**config.mk**
```make
export PLATFORM = sky130hd
export DESIGN_NAME = irda_fir_rx_deframer
export DESIGN_NICKNAME = d
export VERILOG_FILES = /design/src/rtl/irda_fir_rx_deframer.sv
export SDC_FILE = /design/constraint.sdc
export NUM_CORES = 1
export LEC_CHECK = 0
export BUFFER_PORTS_ARGS = -buffer_cell sky130_fd_sc_hd__buf_2
export CAP_MARGIN = 30
export CORE_MARGIN = 2
export CORE_UTILIZATION = 40
export DETAILED_ROUTE_END_ITERATION = 7
export SLEW_MARGIN = 20
export SYNTH_ARGS = -nofsm -noshare
export SYNTH_HDL_FRONTEND = slang
export SYNTH_SLANG_ARGS = --single-unit
```
**constraint.sdc**
```tcl
create_clock -name clk -period 10.01 [get_ports clk]
set_input_delay 2.002 -clock clk [delete_from_list [all_inputs] [get_ports clk]]
set_output_delay 2.002 -clock clk [all_outputs]
set_load 0.005 [all_outputs]
```
**src/rtl/irda_fir_rx_deframer.sv**
```systemverilog
// FIR 4 Mb/s receive deframer: packs LSB-first bits into bytes, holds back the 4 CRC bytes, judges the frame at stop flag.
// Payload byte n is presented 1 cycle after the strobe completing byte n+4; there is no backpressure, so the consumer must accept every strobe.
module irda_fir_rx_deframer #(
    parameter int          MAX_BYTES   = 2050,
    parameter int          LEN_W       = 12,
    parameter logic [31:0] CRC_RESIDUE = 32'hC704DD7B
) (
    input  logic             clk,
    input  logic             wb_rst_i,
    input  logic             fir_rx4_enable,
    input  logic             rx_bit_i,
    input  logic             rx_sof_i,
    input  logic             rx_eof_i,
    input  logic             rx_abort_i,
    input  logic [31:0]      crc32_par_i,
    output logic             crc_clr_o,
    output logic             crc_din_o,
    output logic [7:0]       rx_data_o,
    output logic             rx_data_valid_o,
    output logic             rx_done_o,
    output logic             rx_crc_ok_o,
    output logic             rx_len_err_o,
    output logic             rx_abort_o,
    output logic [LEN_W-1:0] rx_len_o
);

    typedef enum logic [1:0] {IDLE, RECV, DONE} state_t;

    state_t           state_q;
    logic             crc_clr_q;
    logic [7:0]       sr_q;
    logic [2:0]       bit_cnt_q;
    logic [7:0]       dl_q [4];
    logic [2:0]       dl_cnt_q;
    logic [7:0]       data_q;
    logic             valid_q;
    logic             done_q;
    logic             crc_ok_q;
    logic             len_err_q;
    logic             abort_q;
    logic [LEN_W-1:0] len_q;

    logic [7:0]       byte_d;
    logic [LEN_W:0]   total_d;
    logic             eof_err_d;

    assign byte_d    = {rx_bit_i, sr_q[7:1]};
    assign total_d   = {1'b0, len_q} + (LEN_W+1)'(dl_cnt_q) + (LEN_W+1)'(1);
    assign eof_err_d = (bit_cnt_q != 3'd0) || (dl_cnt_q < 3'd4);

    always_ff @(posedge clk) begin
        if (wb_rst_i) begin
            state_q   <= IDLE;
            crc_clr_q <= 1'b1;
            sr_q      <= '0;
            bit_cnt_q <= '0;
            dl_cnt_q  <= '0;
            for (int i = 0; i < 4; i++) dl_q[i] <= '0;
            data_q    <= '0;
            valid_q   <= 1'b0;
            done_q    <= 1'b0;
            crc_ok_q  <= 1'b0;
            len_err_q <= 1'b0;
            abort_q   <= 1'b0;
            len_q     <= '0;
        end else begin
            valid_q <= 1'b0;
            done_q  <= 1'b0;
            if (state_q == RECV && rx_abort_i) begin
                state_q   <= DONE;
                crc_clr_q <= 1'b1;
                done_q    <= 1'b1;
                abort_q   <= 1'b1;
                crc_ok_q  <= 1'b0;
                len_err_q <= 1'b0;
            end else if (state_q == RECV && rx_eof_i) begin
                // The delay line now holds the CRC bytes; they are dropped here.
                state_q   <= DONE;
                crc_clr_q <= 1'b1;
                done_q    <= 1'b1;
                len_err_q <= eof_err_d;
                crc_ok_q  <= !eof_err_d && (crc32_par_i == CRC_RESIDUE);
            end else if (state_q != DONE && rx_sof_i) begin
                // A restart inside a frame pulses the checker clear for one cycle.
                state_q   <= RECV;
                crc_clr_q <= (state_q == RECV);
                bit_cnt_q <= '0;
                dl_cnt_q  <= '0;
                len_q     <= '0;
                crc_ok_q  <= 1'b0;
                len_err_q <= 1'b0;
                abort_q   <= 1'b0;
            end else if (state_q == RECV) begin
                crc_clr_q <= 1'b0;
                if (fir_rx4_enable) begin
                    sr_q      <= byte_d;
                    bit_cnt_q <= bit_cnt_q + 3'd1;
                    if (bit_cnt_q == 3'd7) begin
                        if (total_d > (LEN_W+1)'(MAX_BYTES)) begin
                            state_q   <= DONE;
                            crc_clr_q <= 1'b1;
                            done_q    <= 1'b1;
                            len_err_q <= 1'b1;
                        end else if (dl_cnt_q == 3'd4) begin
                            data_q  <= dl_q[0];
                            valid_q <= 1'b1;
                            dl_q[0] <= dl_q[1];
                            dl_q[1] <= dl_q[2];
                            dl_q[2] <= dl_q[3];
                            dl_q[3] <= byte_d;
                            if (len_q != {LEN_W{1'b1}}) len_q <= len_q + 1'b1;
                        end else begin
                            dl_q[dl_cnt_q[1:0]] <= byte_d;
                            dl_cnt_q            <= dl_cnt_q + 3'd1;
                        end
                    end
                end
            end else if (state_q == DONE) begin
                state_q   <= IDLE;
                crc_clr_q <= 1'b1;
            end else begin
                crc_clr_q <= 1'b1;
            end
        end
    end

    assign crc_clr_o       = crc_clr_q;
    assign crc_din_o       = rx_bit_i;
    assign rx_data_o       = data_q;
    assign rx_data_valid_o = valid_q;
    assign rx_done_o       = done_q;
    assign rx_crc_ok_o     = crc_ok_q;
    assign rx_len_err_o    = len_err_q;
    assign rx_abort_o      = abort_q;
    assign rx_len_o        = len_q;

endmodule

```
Yosys cells after proc, flatten, opt, wreduce, memory -nomap -nowiden
Memories as Yosys holds them, arrays and structs flattened. A register that Yosys moved wholly into a read port is not among the register bits.
Index checks and enable logic that the tools add are counted.
Storage, ports and cells
  bits in writable memories: 32
  bits in registers: 34
  input port bits: 39
  memories kept: 1
Operators by class
  reductions and logical operators: 32
  bitwise gates (word level): 8
  order comparisons: 2
  multiplexer cells: 72
  eq/ne operators: 16
  $add $sub $neg: 5
Memory list
  dl_q: words 4, bits a word 8, read ports 4, clocked after memory_dff 1, write ports 4, line 33  | logic [7:0] dl_q [4];
Operators with widths (number)
  12-bit 2-to-1 mux: 7
  1-bit 2-to-1 mux: 42
  8-bit 2-to-1 mux: 5
  32-bit equality test, second input constant: 1
  3-bit 2-to-1 mux: 9
  2-bit 2-to-1 mux: 9
  3-bit nonzero test: 6
  4-bit AND reduction: 4
  8-bit AND reduction: 2
  2-bit nonzero test: 7
  12-bit by 3-bit adder with 13-bit output: 1
  13-bit by 1-bit adder with 13-bit output, second input constant: 1
  13-bit by 12-bit > comparator with 1-bit output, second input constant: 1
  12-bit by 1-bit adder with 12-bit output, second input constant: 1
  12-bit != test, second input constant: 1
  5-bit by 1-bit != test with 1-bit output, second input constant: 2
  2-bit != test, second input constant: 4
  8-bit OR reduction: 1
  7-bit AND reduction: 1
  3-bit by 1-bit adder with 3-bit output, second input constant: 2
  3-bit equality test, second input constant: 2
  3-bit by 1-bit != test with 1-bit output, second input constant: 2
  5-bit by 2-bit != test with 1-bit output, second input constant: 1
  5-bit AND reduction: 1
  13 further kinds: 22

Longest topological paths before layout
  depth after elaboration: 14
  mapped depth: 13

Worst setup path before layout
No wires, ideal clock.
  path kind: input port to flip-flop
  from: input port rx_sof_i
  to: memory dl_q[1][0], enable pin
  arrival: 3.800 ns
  path slack: 5.823 ns
  buffers on the path: 2
  library setup time: 0.387 ns
  data required time: 9.623 ns
  cell stages on the path: 6
  cell sequence: clkbuf_1 -> nor2b_1 -> a22o_1 -> nand2_1 -> clkbuf_1 -> o31ai_1
RTL lines
  start: declaration: line 12  | input logic rx_sof_i,
  end: declaration: line 33

Worst setup path in the final report
  from: input port rx_bit_i
  to: output port crc_din_o
RTL lines
  start: declaration: line 11  | input logic rx_bit_i,
  end: declaration: line 17  | output logic crc_din_o,
No word-level cell between the ends.

==> results_tabular.tex <==
\begin{tabular}{lr}
\hline
Metric & Value \\
\hline
\multicolumn{2}{l}{\textbf{Timing}} \\
\quad Relative max-transition margin & a little under half \\
\quad Final setup skew & between 0.01 and 0.015 ns \\
\quad RSZ-0062 raised after global routing & no \\
\quad Number of pins exceeding their max-slew limit in the final report & 0 \\
\quad Transition at the pin with the smallest max-transition slack & 0.7805 ns \\
\quad Fraction of the cycle the final worst path needs & between 40\% and 50\% \\
\quad Final setup violation count & 0 \\
\quad Min cycle time layout & between 4 and 5 ns \\
\quad FMAX & roughly 230 MHz \\
\quad Number of hold violations in the final report & 0 \\
\quad Setup TNS & 0 ns \\
\multicolumn{2}{l}{\textbf{Detailed routing}} \\
\quad 1st-iter DRT viols & $\sim$260 \\
\quad DR vias & $\sim$3,300 \\
\quad Routed WL per cell & 14.64 um \\
\quad Total iterations of the first detailed-routing run & 4 \\
\quad DRC errors left & 0 \\
\quad Total wirelength of the detailed-routed design & around 8.9 mm \\
\quad Post-DRT Antenna Nets & 0 \\
\quad Per-cell via count in the routed design & between 5 and 6 \\
\multicolumn{2}{l}{\textbf{Pwr}} \\
\quad Worst vdd rail ir drop & $\sim$44 uV \\
\quad Ratio of total power to cell area & between 100 and 150 nW/um\^{}2 \\
\quad Reported leakage power & 1.607 nW \\
\multicolumn{2}{l}{\textbf{Setup path}} \\
\quad Maximum cell stage delay along the critical path & 0.16 ns \\
\quad CP Data Arrival Time & 2.30 ns \\
\quad Startpoint types & input port \\
\quad CP cell instances & buf\_2 -> buf\_2 \\
\quad Largest delay contributor family on the critical path & buffers and inverters \\
\quad Most frequent CP cell & sky130\_fd\_sc\_hd\_\_buf\_2 \\
\quad Biggest fanout along the worst timing path & 6 \\
\quad Highest-delay cell along the critical path & sky130\_fd\_sc\_hd\_\_buf\_2 \\
\quad Crit path kind & input port to primary output \\
\quad Number of buffer and inverter stages on the critical path & 2 \\
\quad Category of the worst setup path capture point & primary output \\
\quad Required time at the endpoint of the critical path & approximately 8.0 ns \\
\multicolumn{2}{l}{\textbf{Finish}} \\
\quad Net count of the finished layout & between 500 and 600 \\
\quad Total non-filler cell area in the finished layout & $\sim$4500 um\^{}2 \\
\quad Fraction of final layout cells sized beyond drive strength 1 & between 10\% and 20\% \\
\quad Cell Count, Final, Fillers Out & 610 \\
\quad Antenna Diode Count & 0 \\
\quad Syn-to-layout area delta & 14.21\% \\
\multicolumn{2}{l}{\textbf{Global route}} \\
\quad GRT busiest layer & met2 \\
\quad Total congestion overflow & 0 \\
\quad Routing usage on met1 & 24.51\% \\
\quad First-pass GRT wire length & roughly 15 mm \\
\quad Met2 track demand over resource & $\sim$28\% \\
\quad Met3 global-route usage & under 10\% \\
\quad Maximum number of pins on one net before global-route repair & 31 \\
\quad Via count of the first global-routing pass & between 3,000 and 4,000 \\
\quad Initial antenna violation count & 0 \\
\quad Total Routing Usage GR & roughly 18\% \\
\multicolumn{2}{l}{\textbf{Synthesis}} \\
\quad Area fraction of the dominant cell type after synthesis & between 20\% and 30\% \\
\quad EDFF count, synth & 32 \\
\quad Number of different library cells in the post-synthesis netlist & 63 \\
\quad Predominant post-synthesis flop cell & sky130\_fd\_sc\_hd\_\_dfxtp\_1 \\
\quad Top area cells in the synthesized netlist & sky130\_fd\_sc\_hd\_\_edfxtp\_1, sky130\_fd\_sc\_hd\_\_dfxtp\_1, sky130\_fd\_sc\_hd\_\_a21oi\_1 \\
\quad Cell area after synthesis & slightly below 4000 um\^{}2 \\
\quad Top cell type by total area after synthesis & sky130\_fd\_sc\_hd\_\_edfxtp\_1 \\
\quad Synthesized Nets & $\sim$470 \\
\quad Average footprint of a synthesized cell & just over 9 um\^{}2 \\
\quad Post-synthesis sequential element count & 73 \\
\quad Sequential fraction of the synthesis area & between 40\% and 50\% \\
\quad Number of instances in the synthesized netlist & about 420 \\
\quad Count of warnings emitted by yosys & 0 \\
\quad Async set or reset register ratio after synthesis & 0\% \\
\multicolumn{2}{l}{\textbf{Run}} \\
\quad Max-cap violations & 0 \\
\multicolumn{2}{l}{\textbf{Clocking}} \\
\quad Clock transition time at the flip-flop clock pins of the worst setup and hold paths & around 0.070 ns \\
\quad Clock Path Buffers & 2 \\
\quad Clock root cell & sky130\_fd\_sc\_hd\_\_clkbuf\_8 \\
\quad CTS hold repair buffers & 0 \\
\quad Sink Count & 73 \\
\quad Post-CTS Setup Repair Bufs & 0 \\
\quad Number of levels in the clock H-tree & 3 \\
\quad Worst-skew pair later-pin latency & $\sim$0.36 ns \\
\quad TritonCTS clock tree & done \\
\quad Post-CTS Resized & 0 \\
\quad TritonCTS Buffers & 9 \\
\multicolumn{2}{l}{\textbf{Run status}} \\
\quad Run status & completed \\
\multicolumn{2}{l}{\textbf{Die}} \\
\quad Effective utilization at floorplan & roughly two fifths \\
\quad Floorplan Core Area & roughly 9600 um\^{}2 \\
\quad Die Ht & 102.8 um \\
\quad Die Outline Area & roughly 11,000 um\^{}2 \\
\quad Horiz. Die Dim & a little over 100 um \\
\quad Cell Rows & 36 \\
\quad I/O pin total & 66 \\
\multicolumn{2}{l}{\textbf{Worst hold path}} \\
\quad Hold crit path type & register to register \\
\multicolumn{2}{l}{\textbf{Placed design}} \\
\quad Final weighted congestion of routability-driven global placement & 0.8546 \\
\quad Placed Area & $\sim$4300 um\^{}2 \\
\quad Placed cell count & roughly 590 \\
\quad Port Buffer Count & 65 \\
\quad Post-DP HPWL & 6.422 mm \\
\hline
\end{tabular}
[report_power, final]
group / internal, mW / switching, mW / leakage, nW
Sequential: 0.317 / 0.00412 / 0.653
Combinational: 0.0143 / 0.0228 / 0.875
Clock: 0.0902 / 0.114 / 0.0785
[cell usage in the layout (no fill, tap or decap), types with 3 or more instances in the layout]
cell type and instances:
sky130_fd_sc_hd__o31ai_1 7, sky130_fd_sc_hd__inv_1 9, sky130_fd_sc_hd__a22o_1 3, sky130_fd_sc_hd__o211ai_1 4
sky130_fd_sc_hd__and4b_1 3, sky130_fd_sc_hd__o31a_1 3, sky130_fd_sc_hd__a211oi_1 3, sky130_fd_sc_hd__and3_1 12
sky130_fd_sc_hd__clkinvlp_4 3, sky130_fd_sc_hd__mux2i_1 16, sky130_fd_sc_hd__ha_1 11, sky130_fd_sc_hd__nand2_1 48
sky130_fd_sc_hd__nor3_1 4, sky130_fd_sc_hd__or3_1 5, sky130_fd_sc_hd__buf_2 67, sky130_fd_sc_hd__nand4b_1 3
sky130_fd_sc_hd__or4_1 5, sky130_fd_sc_hd__a21o_1 4, sky130_fd_sc_hd__nor2_1 33, sky130_fd_sc_hd__nor2b_1 3
sky130_fd_sc_hd__a21oi_1 46, sky130_fd_sc_hd__nand3_1 25, sky130_fd_sc_hd__o21ai_0 14, sky130_fd_sc_hd__and2_1 5
sky130_fd_sc_hd__clkbuf_8 9, sky130_fd_sc_hd__edfxtp_1 32, sky130_fd_sc_hd__nand4_1 12, sky130_fd_sc_hd__dfxtp_1 41
sky130_fd_sc_hd__a31oi_1 4
[synth_stat cells, drive strengths merged, types with 3 or more instances]
master / number
o21ai: 14
a211oi: 3
nand2: 48
nor4: 3
a22o: 3
nor2: 33
and4b: 3
o211ai: 4
o31a: 3
clkbuf: 20
a21o: 4
buf: 9
or3: 5
nor2b: 3
nand4b: 3
ha: 11
a2111oi: 3
nand4: 12
o31ai: 7
a31oi: 4
and3: 13
and2: 5
edfxtp: 32
nand3: 25
inv: 9
a21oi: 46
dfxtp: 41
nor3: 4
or4: 5
mux2i: 16
[kinds of logic (layout without fill, tap and decap cells)]
group           Yosys count  after routing  share of synthesized area (%)
buf+inv                  39             95                          4.426
mux                      16             16                          4.105
xor+xnor                  3              3                         0.6736
simple gates            174            174                          23.48
flops                    73             73                          45.67
fa+ha+maj                12             12                          4.041
compound gates          104            104                          17.61
[registers in the layout (all words and copies together) (netlist names)]
register / count
rx_data_o: 8
dl_cnt_q: 3
rx_data_valid_o: 1
bit_cnt_q: 3
crc_clr_o: 1
sr_q: 7
state_q: 2
rx_len_err_o: 1
rx_abort_o: 1
dl_q: 32
rx_crc_ok_o: 1
rx_len_o: 12
rx_done_o: 1
[metrics by stage]
step                worst slack (ns)  hold WS, ns  power (mW)  util (%)
global route                   5.488       0.5204      0.5885     46.22
CTS                            5.699       0.4760      0.5690     46.17
finish                         5.708       0.4669      0.5622     46.22
floorplan                      5.823       0.4449      0.3494         -
global placement               5.488       0.4497      0.3642     44.33
detailed placement             5.366       0.4584      0.3653     44.38
[final cells by class]
| cell class | count | area, um^2 |
|---|---|---|
| tap | 133 | 166.4 |
| multi-input combinational | 309 | 1947 |
| sequential | 73 | 1782 |
| inverter | 10 | 37.54 |
| fill | 971 | 5184 |
| clock inverter | 6 | 45.04 |
| timing repair buffer | 69 | 350.3 |
| clock buffer | 10 | 127.6 |
[final timing paths]
path | start | end | slack (ns) | cells past startpoint
worst max-delay path | rx_bit_i | crc_din_o | 5.71 | 2
worst min-delay path | rx_abort_o$_SDFFE_PP0P_ | rx_abort_o$_SDFFE_PP0P_ | 0.47 | 2
worst max register to register | dl_cnt_q[2]$_SDFFE_PP0P_ | dl_q[1][6]$_DFFE_PP_ | 6.06 | 8
worst min register to register | rx_abort_o$_SDFFE_PP0P_ | rx_abort_o$_SDFFE_PP0P_ | 0.47 | 2
[routing by layer]
metal  wire length [um]  share of wire [%]
met2               4025                 45
met3                371                4.2
met5                  0                  0
met1               4393                 49
met4                138                1.5
Power figures use the tool's default switching activity.
